[config.mk]
export PLATFORM = sky130hd
export DESIGN_NAME = btc_enc_buffer
export DESIGN_NICKNAME = d
export VERILOG_FILES = /design/src/rtl/btc_enc_buffer.sv
export SDC_FILE = /design/constraint.sdc
export NUM_CORES = 2
export LEC_CHECK = 0
export CAP_MARGIN = 20
export CORE_MARGIN = 4
export CORE_UTILIZATION = 66
export CTS_BUF_LIST = sky130_fd_sc_hd__clkbuf_4
export DETAILED_ROUTE_END_ITERATION = 7
export MAX_ROUTING_LAYER = met4
export PLACE_DENSITY = 0.82
export SLEW_MARGIN = 20
export SYNTH_ARGS = -nofsm -noshare
export SYNTH_HDL_FRONTEND = slang
export SYNTH_MEMORY_MAX_BITS = 65536
export SYNTH_SLANG_ARGS = --single-unit
[constraint.sdc]
create_clock -name iclk -period 7.4 [get_ports iclk]
set_input_delay 1.48 -clock iclk [delete_from_list [all_inputs] [get_ports iclk]]
set_output_delay 1.48 -clock iclk [all_outputs]
set_load 0.05 [all_outputs]
[src/rtl/btc_enc_buffer.sv]
// Two-bank ping-pong block buffer between the BTC bitserial source and the encoder core.
// Read latency 1 cycle (2 with BTC_ENC_BUFFER_RDAT_REG_EN); status reflects close/release the next cycle.
// No backpressure inside: the writer must honour ofulla, and the reader releases banks via irempty.
module btc_enc_buffer #(
  parameter int pWDAT_W  = 8,
  parameter int pWADDR_W = 8,
  parameter int pTAG_W   = 8
) (
  input  logic                iclk,
  input  logic                ireset,
  input  logic                iclkena,
  input  logic                iwrite,
  input  logic                iwfull,
  input  logic [pWADDR_W-1:0] iwaddr,
  input  logic [pWDAT_W-1:0]  iwdat,
  input  logic [pTAG_W-1:0]   iwtag,
  output logic                ofulla,
  output logic                oemptya,
  input  logic                irempty,
  input  logic [pWADDR_W-1:0] iraddr,
  output logic                orfull,
  output logic [pWDAT_W-1:0]  ordat,
  output logic [pTAG_W-1:0]   ortag
);

  localparam int cDEPTH = 2 ** (pWADDR_W + 1);

  logic               wbank;
  logic               rbank;
  logic [1:0]         full;
  logic [1:0]         used;
  logic [pTAG_W-1:0]  tag [2];
  logic [pWDAT_W-1:0] mem [cDEPTH];
  logic [pWDAT_W-1:0] rdat;

  logic do_close;
  logic do_release;

  // A close into a still-full bank is silently dropped.
  assign do_close   = iclkena & iwrite & iwfull & ~full[wbank];
  assign do_release = iclkena & irempty & full[rbank];

  always_ff @(posedge iclk) begin
    if (ireset) begin
      wbank <= 1'b0;
      rbank <= 1'b0;
      full  <= 2'b00;
      used  <= 2'd0;
    end else begin
      // close and release can never target the same bank, so both bits update independently
      if (do_close) begin
        full[wbank] <= 1'b1;
        wbank       <= ~wbank;
      end
      if (do_release) begin
        full[rbank] <= 1'b0;
        rbank       <= ~rbank;
      end
      case ({do_close, do_release})
        2'b10:   used <= used + 2'd1;
        2'b01:   used <= used - 2'd1;
        default: used <= used;
      endcase
    end
  end

  always_ff @(posedge iclk) begin
    if (!ireset && do_close) begin
      tag[wbank] <= iwtag;
    end
  end

  always_ff @(posedge iclk) begin
    if (iclkena && iwrite) begin
      mem[{wbank, iwaddr}] <= iwdat;
    end
  end

  // Read-first: a same-word write in this cycle is not visible on ordat.
  always_ff @(posedge iclk) begin
    if (ireset) begin
      rdat <= '0;
    end else if (iclkena) begin
      rdat <= mem[{rbank, iraddr}];
    end
  end

`ifdef BTC_ENC_BUFFER_RDAT_REG_EN
  logic [pWDAT_W-1:0] rdat_q;

  always_ff @(posedge iclk) begin
    if (ireset) begin
      rdat_q <= '0;
    end else if (iclkena) begin
      rdat_q <= rdat;
    end
  end

  assign ordat = rdat_q;
`else
  assign ordat = rdat;
`endif

  assign ofulla  = (used == 2'd2);
  assign oemptya = (used == 2'd0);
  assign orfull  = full[rbank];
  assign ortag   = tag[rbank];

endmodule

# [After elaboration in Yosys (flattened, before gate mapping)]
# Memories as Yosys holds them, arrays and structs flattened. A register that Yosys moved wholly into a read port is not among the register bits.
# Index checks and enable logic that the tools add are counted.
[word_totals] wordCells=51 register_bits=6 output_inout_bits=19 mem_bits_rw=4112 inputBits=38 mem_count=2
[op_classes] eq_ne=3 n_bitwise=11 n_reduce_logical=7 add_sub_neg=2 mux=18 order_cmp=4
[mem_list] memory="mem" depth=512 width=8 rd=1 rd_ports_with_merged_regs=1 write_ports=1 line_no="33" text="logic [pWDAT_W-1:0] mem [cDEPTH];"
[mem_list] memory="tag" depth=2 width=8 rd=1 rd_ports_with_merged_regs=1 write_ports=1 line_no="32" text="logic [pTAG_W-1:0] tag [2];"
[ops] op="two-way mux 1 bit" count=12
[ops] op="two-way mux 2 bit" count=3
[ops] op="AND 1 bit" count=5
[ops] op="equality test 2 bit (second input constant)" count=2
[ops] op="logical AND 1 bit" count=4
[ops] op="less-than comparator 1 x 2 -> 1 bit (second input constant)" count=2
[ops] op="one-hot mux 2 bit (2 select lines)" count=1
[ops] op="NOT 1 bit" count=3
[ops] op="adder 2 x 1 -> 2 bit (second input constant)" count=1
[ops] op="AND 2 bit" count=1
[ops] op="demux 1 bit (select 1 bit)" count=2
[ops] op="equality test 2 x 1 -> 1 bit (second input constant)" count=1
[ops] op="greater-or-equal comparator 1 bit (second input constant)" count=2
[ops] op="zero test 2 bit" count=1
[ops] op="NOT 2 bit" count=1
[ops] op="bitwise OR 2 bit" count=1
[ops] op="nonzero test 2 bit" count=1
[ops] op="subtractor 2 x 1 -> 2 bit (second input constant)" count=1
[ops] op="zero test 1 bit" count=1

# [Logic depth before layout (Yosys ltp)]
[logic_depth] depth_word=9 depth_mapped=14 ltp_nobuf=7

# [Least setup slack after synthesis]
# Ideal clock, no wire load.
[synth_path] kind="in2reg" start="input port iraddr[0]" end="register rdat[0] (netlist: ordat[0]) (read register of mem)" path_stages=11 required_ns=7.276 setup_slack_ns=3.708 n_path_buf=5 arrival_time_ns=3.569 setup_time_ns=0.124 cell_sequence="buf_6 -> buf_12 -> buf_6 -> buf_6 -> buf_2 -> mux4_2 -> a32o_1 -> nor3_1 -> a22oi_1 -> o22ai_1 -> o31ai_1"
[synth_rtl] element="start, declared" line_no="20" text="input logic [pWADDR_W-1:0] iraddr,"
[synth_rtl] element="end, declared" line_no="34" text="logic [pWDAT_W-1:0] rdat;"

# [Final worst setup path]
[layout_path] start="register rdat[2] (netlist: ordat[2]) (read register of mem)" end="output port ordat[2]"
[layout_rtl] element="end, declared" line_no="22" text="output logic [pWDAT_W-1:0] ordat,"
# No word-level cell between the ends.

==> impl_metrics.tcl <==
set metrics [dict create \
    status "finished, violations left" \
    violations "DRC" \
    io-pin-count 57 \
    grt_max_degree 210 \
    crit_chain "clkdlybuf4s50_1" \
    power_leakage_nw 55.5 \
    numCtsBuffers 953 \
    h-tree-depth 6 \
    antenna_found_initial 34 \
    post_cts_resize_count 0 \
    async_flop_share_pct 0 \
    coreArea_mm2 0.241 \
    dpl_cell_area_mm2 0.164 \
    fin_area_mm2 0.176 \
    vias_per_cell 7.22 \
    maxSlewViolCount 0 \
    die_w_um 501 \
    clock_latency_ns 1.57 \
    gp_congestion 0.962 \
    num_rows 180 \
    period_share_pct 66.6 \
    cts_tree "yes" \
    filler_cell_count 12900 \
    worst_slew_pin_slew_ns 1.43 \
    yosysSeqAreaShare_pct 77.3 \
    drt_wl_total_um 450000 \
    drive_above_1_share_pct 30.6 \
    synthFlopType "edfxtp_1" \
    drt-initial-drc-count 17100 \
    holdBufCountCts 0 \
    synth_area_mm2 0.160 \
    cts_setup_buffers 0 \
    synth_edf_count 4112 \
    finalSetupTns_ns 0 \
    critical_path_arrival_ns 3.45 \
    vias 88300 \
    crit_slowest_cell "clkdlybuf4s50_1" \
    critPathBufInv 1 \
    final_nets 8323 \
    synthDistinctLibCells 80 \
    finalHoldViolations 0 \
    dp_hpwl_um 272000 \
    grt_pass1_wl_um 641000 \
    yosys.area.top_type "edfxtp_1" \
    cp_max_fo 5 \
    cp_top_family "buffers and inverters" \
    max_freq_ghz 0.203 \
    yosys-top-cells-area "edfxtp_1 (77%), mux4_2 (13%), nor2_1 (1.4%)" \
    syn-num-nets 7589 \
    cts_root_buf "clkbuf_4" \
    dieArea_mm2 0.251 \
    netlist_instances 7550 \
    power_w 0.0461 \
    synth_warnings 0 \
    slew_headroom_pct 4.37 \
    drv_cap 0 \
    die_y_um 501 \
    cts.path.max_buffers 4 \
    setup_viol 0 \
    fin_crit_ns 4.93 \
    globalRouteTotalUtil_pct 37.5 \
    gr-total-overflow 0 \
    area_growth_pct 9.96 \
    irDropWorstVdd_mv 0.200 \
    ys_seq_elements 4127 \
    startpoint_type "register" \
    drc_errors 1 \
    multi_input_area_mm2 0.0337 \
    wl_per_cell_um 36.8 \
    grt_pass1_vias 88300 \
    port_buffers 56 \
    whs_ns 0.341 \
    ant_nets 0 \
    clock_sink_count 4127 \
    end_kind "output port" \
    critical_path_class "register to output port" \
    min_path_type "input pin to register" \
    start_util_pct 66.5 \
    syn_area_per_cell_um2 21.2 \
    synth.top_cell.area_share_pct 77.1 \
    slowest_delay_ns 0.95 \
    firstDrtPassIters 8 \
    register_area_mm2 0.124 \
    required_ns 5.92 \
    power_density_mw_per_mm2 262 \
    fin_worst_skew_ns 0.178 \
    clkSlewWorstSetupHoldPaths_ns 0.07 \
    rsz0062_at_grt "false" \
]
area by class of cell:
| type | count | area share (%) |
|---|---|---|
| inverter | 9 | 0.0234 |
| antenna | 54 | 0.0767 |
| clock buffer | 1392 | 5.93 |
| sequential | 4127 | 70.3 |
| multi-input combinational | 2945 | 19.1 |
| timing repair buffer | 248 | 1.45 |
| clock inverter | 277 | 0.849 |
| tap | 3185 | 2.26 |
synth_stat cells, types with 12 or more instances:
library cell / count
o21ai_0: 48
clkbuf_1: 192
o211ai_1: 12
edfxtp_1: 4112
mux2i_1: 202
a221oi_1: 21
a21oi_1: 72
nand2b_1: 17
a31oi_1: 30
nor2_1: 600
nor4_1: 24
mux4_2: 947
and3_1: 16
buf_4: 49
mux2_2: 55
nor2b_1: 26
a22o_1: 12
buf_12: 12
o221ai_1: 39
dfxtp_1: 15
a22oi_1: 150
a2111oi_0: 16
nand2_1: 192
and2_1: 23
o22ai_1: 136
a211oi_1: 31
buf_2: 113
buf_1: 18
buf_6: 64
nand4_1: 20
buf_8: 18
nor3_1: 63
nand3_1: 64
where the power goes:
| group | internal, W | leakage [nW] | switching, W |
|---|---|---|---|
| Combinational | 0.000768 | 11.3 | 0.00173 |
| Clock | 0.00901 | 7.11 | 0.00884 |
| Sequential | 0.0257 | 37.1 | 0.0000375 |
final timing paths:
kind	from	end	slack, ns	cells after the start
worst max register to register	rbank$_SDFFE_PP0N_	ordat[4]$_SDFFE_PP0P_	3.70	7
worst max-delay path	ordat[2]$_SDFFE_PP0P_	ordat[2]	2.47	1
worst min-delay path	iwdat[7]	mem[120][7]$_DFFE_PP_	0.34	1
worst min register to register	used[1]$_SDFFE_PP0P_	used[1]$_SDFFE_PP0P_	0.52	2
registers in the layout (all words and copies together) (netlist names), named ones only:
name,count
mem,4096
tag,16
ordat,8
full,2
used,2
rbank,1
wbank,1
cell usage in the layout, fill, tap and decap left out, drive strengths merged, types with 52 or more instances in the layout:
cell type  synthesis  layout
nor3              63      63
nand2            192     192
diode              0      54
mux4             953     953
o21ai             52      52
o22ai            136     136
buf              274     207
a22oi            151     151
nor2             600     600
mux2i            202     202
nand3             64      64
a21oi             72      72
edfxtp          4112    4112
clkinv             1     245
clkbuf           195    1392
mux2              55      55
routing by layer:
| metal | GRT usage (%) | routed length, um | share of wire, % |
|---|---|---|---|
| met1 | 47.2 | 138000 | 31 |
| met2 | 52.2 | 202000 | 45 |
| met3 | 14.5 | 77700 | 17 |
| met4 | 22.7 | 33000 | 7.3 |
| met5 | - | 0 | 0 |
stage by stage:
| step | util (%) | cells | setup slack [ns] |
|---|---|---|---|
| after floorplan | - | 7550 | 3.71 |
| after global placement | 68.1 | 10500 | 1.76 |
| after detailed placement | 68.1 | 10500 | 1.71 |
| after CTS | 73.0 | 12200 | 2.58 |
| after global routing | 73.1 | 12200 | 2.55 |
| final | 73.1 | 12200 | 2.47 |
kinds of logic (layout without fill, tap and decap cells):
logic type	count (synthesis)	after routing	share of synthesized area, %
buffers and inverters	478	1926	1.88
AND/OR/NAND/NOR	1091	1091	2.97
adder cells (fa/ha/maj)	1	1	0.00781
multiplexers	1210	1210	15.1
AO/OA/AOI/OAI	641	641	2.82
flip-flops	4127	4127	77.3
other	0	54	0
XOR/XNOR	2	2	0.0109
(Power assumes the default switching activity.)
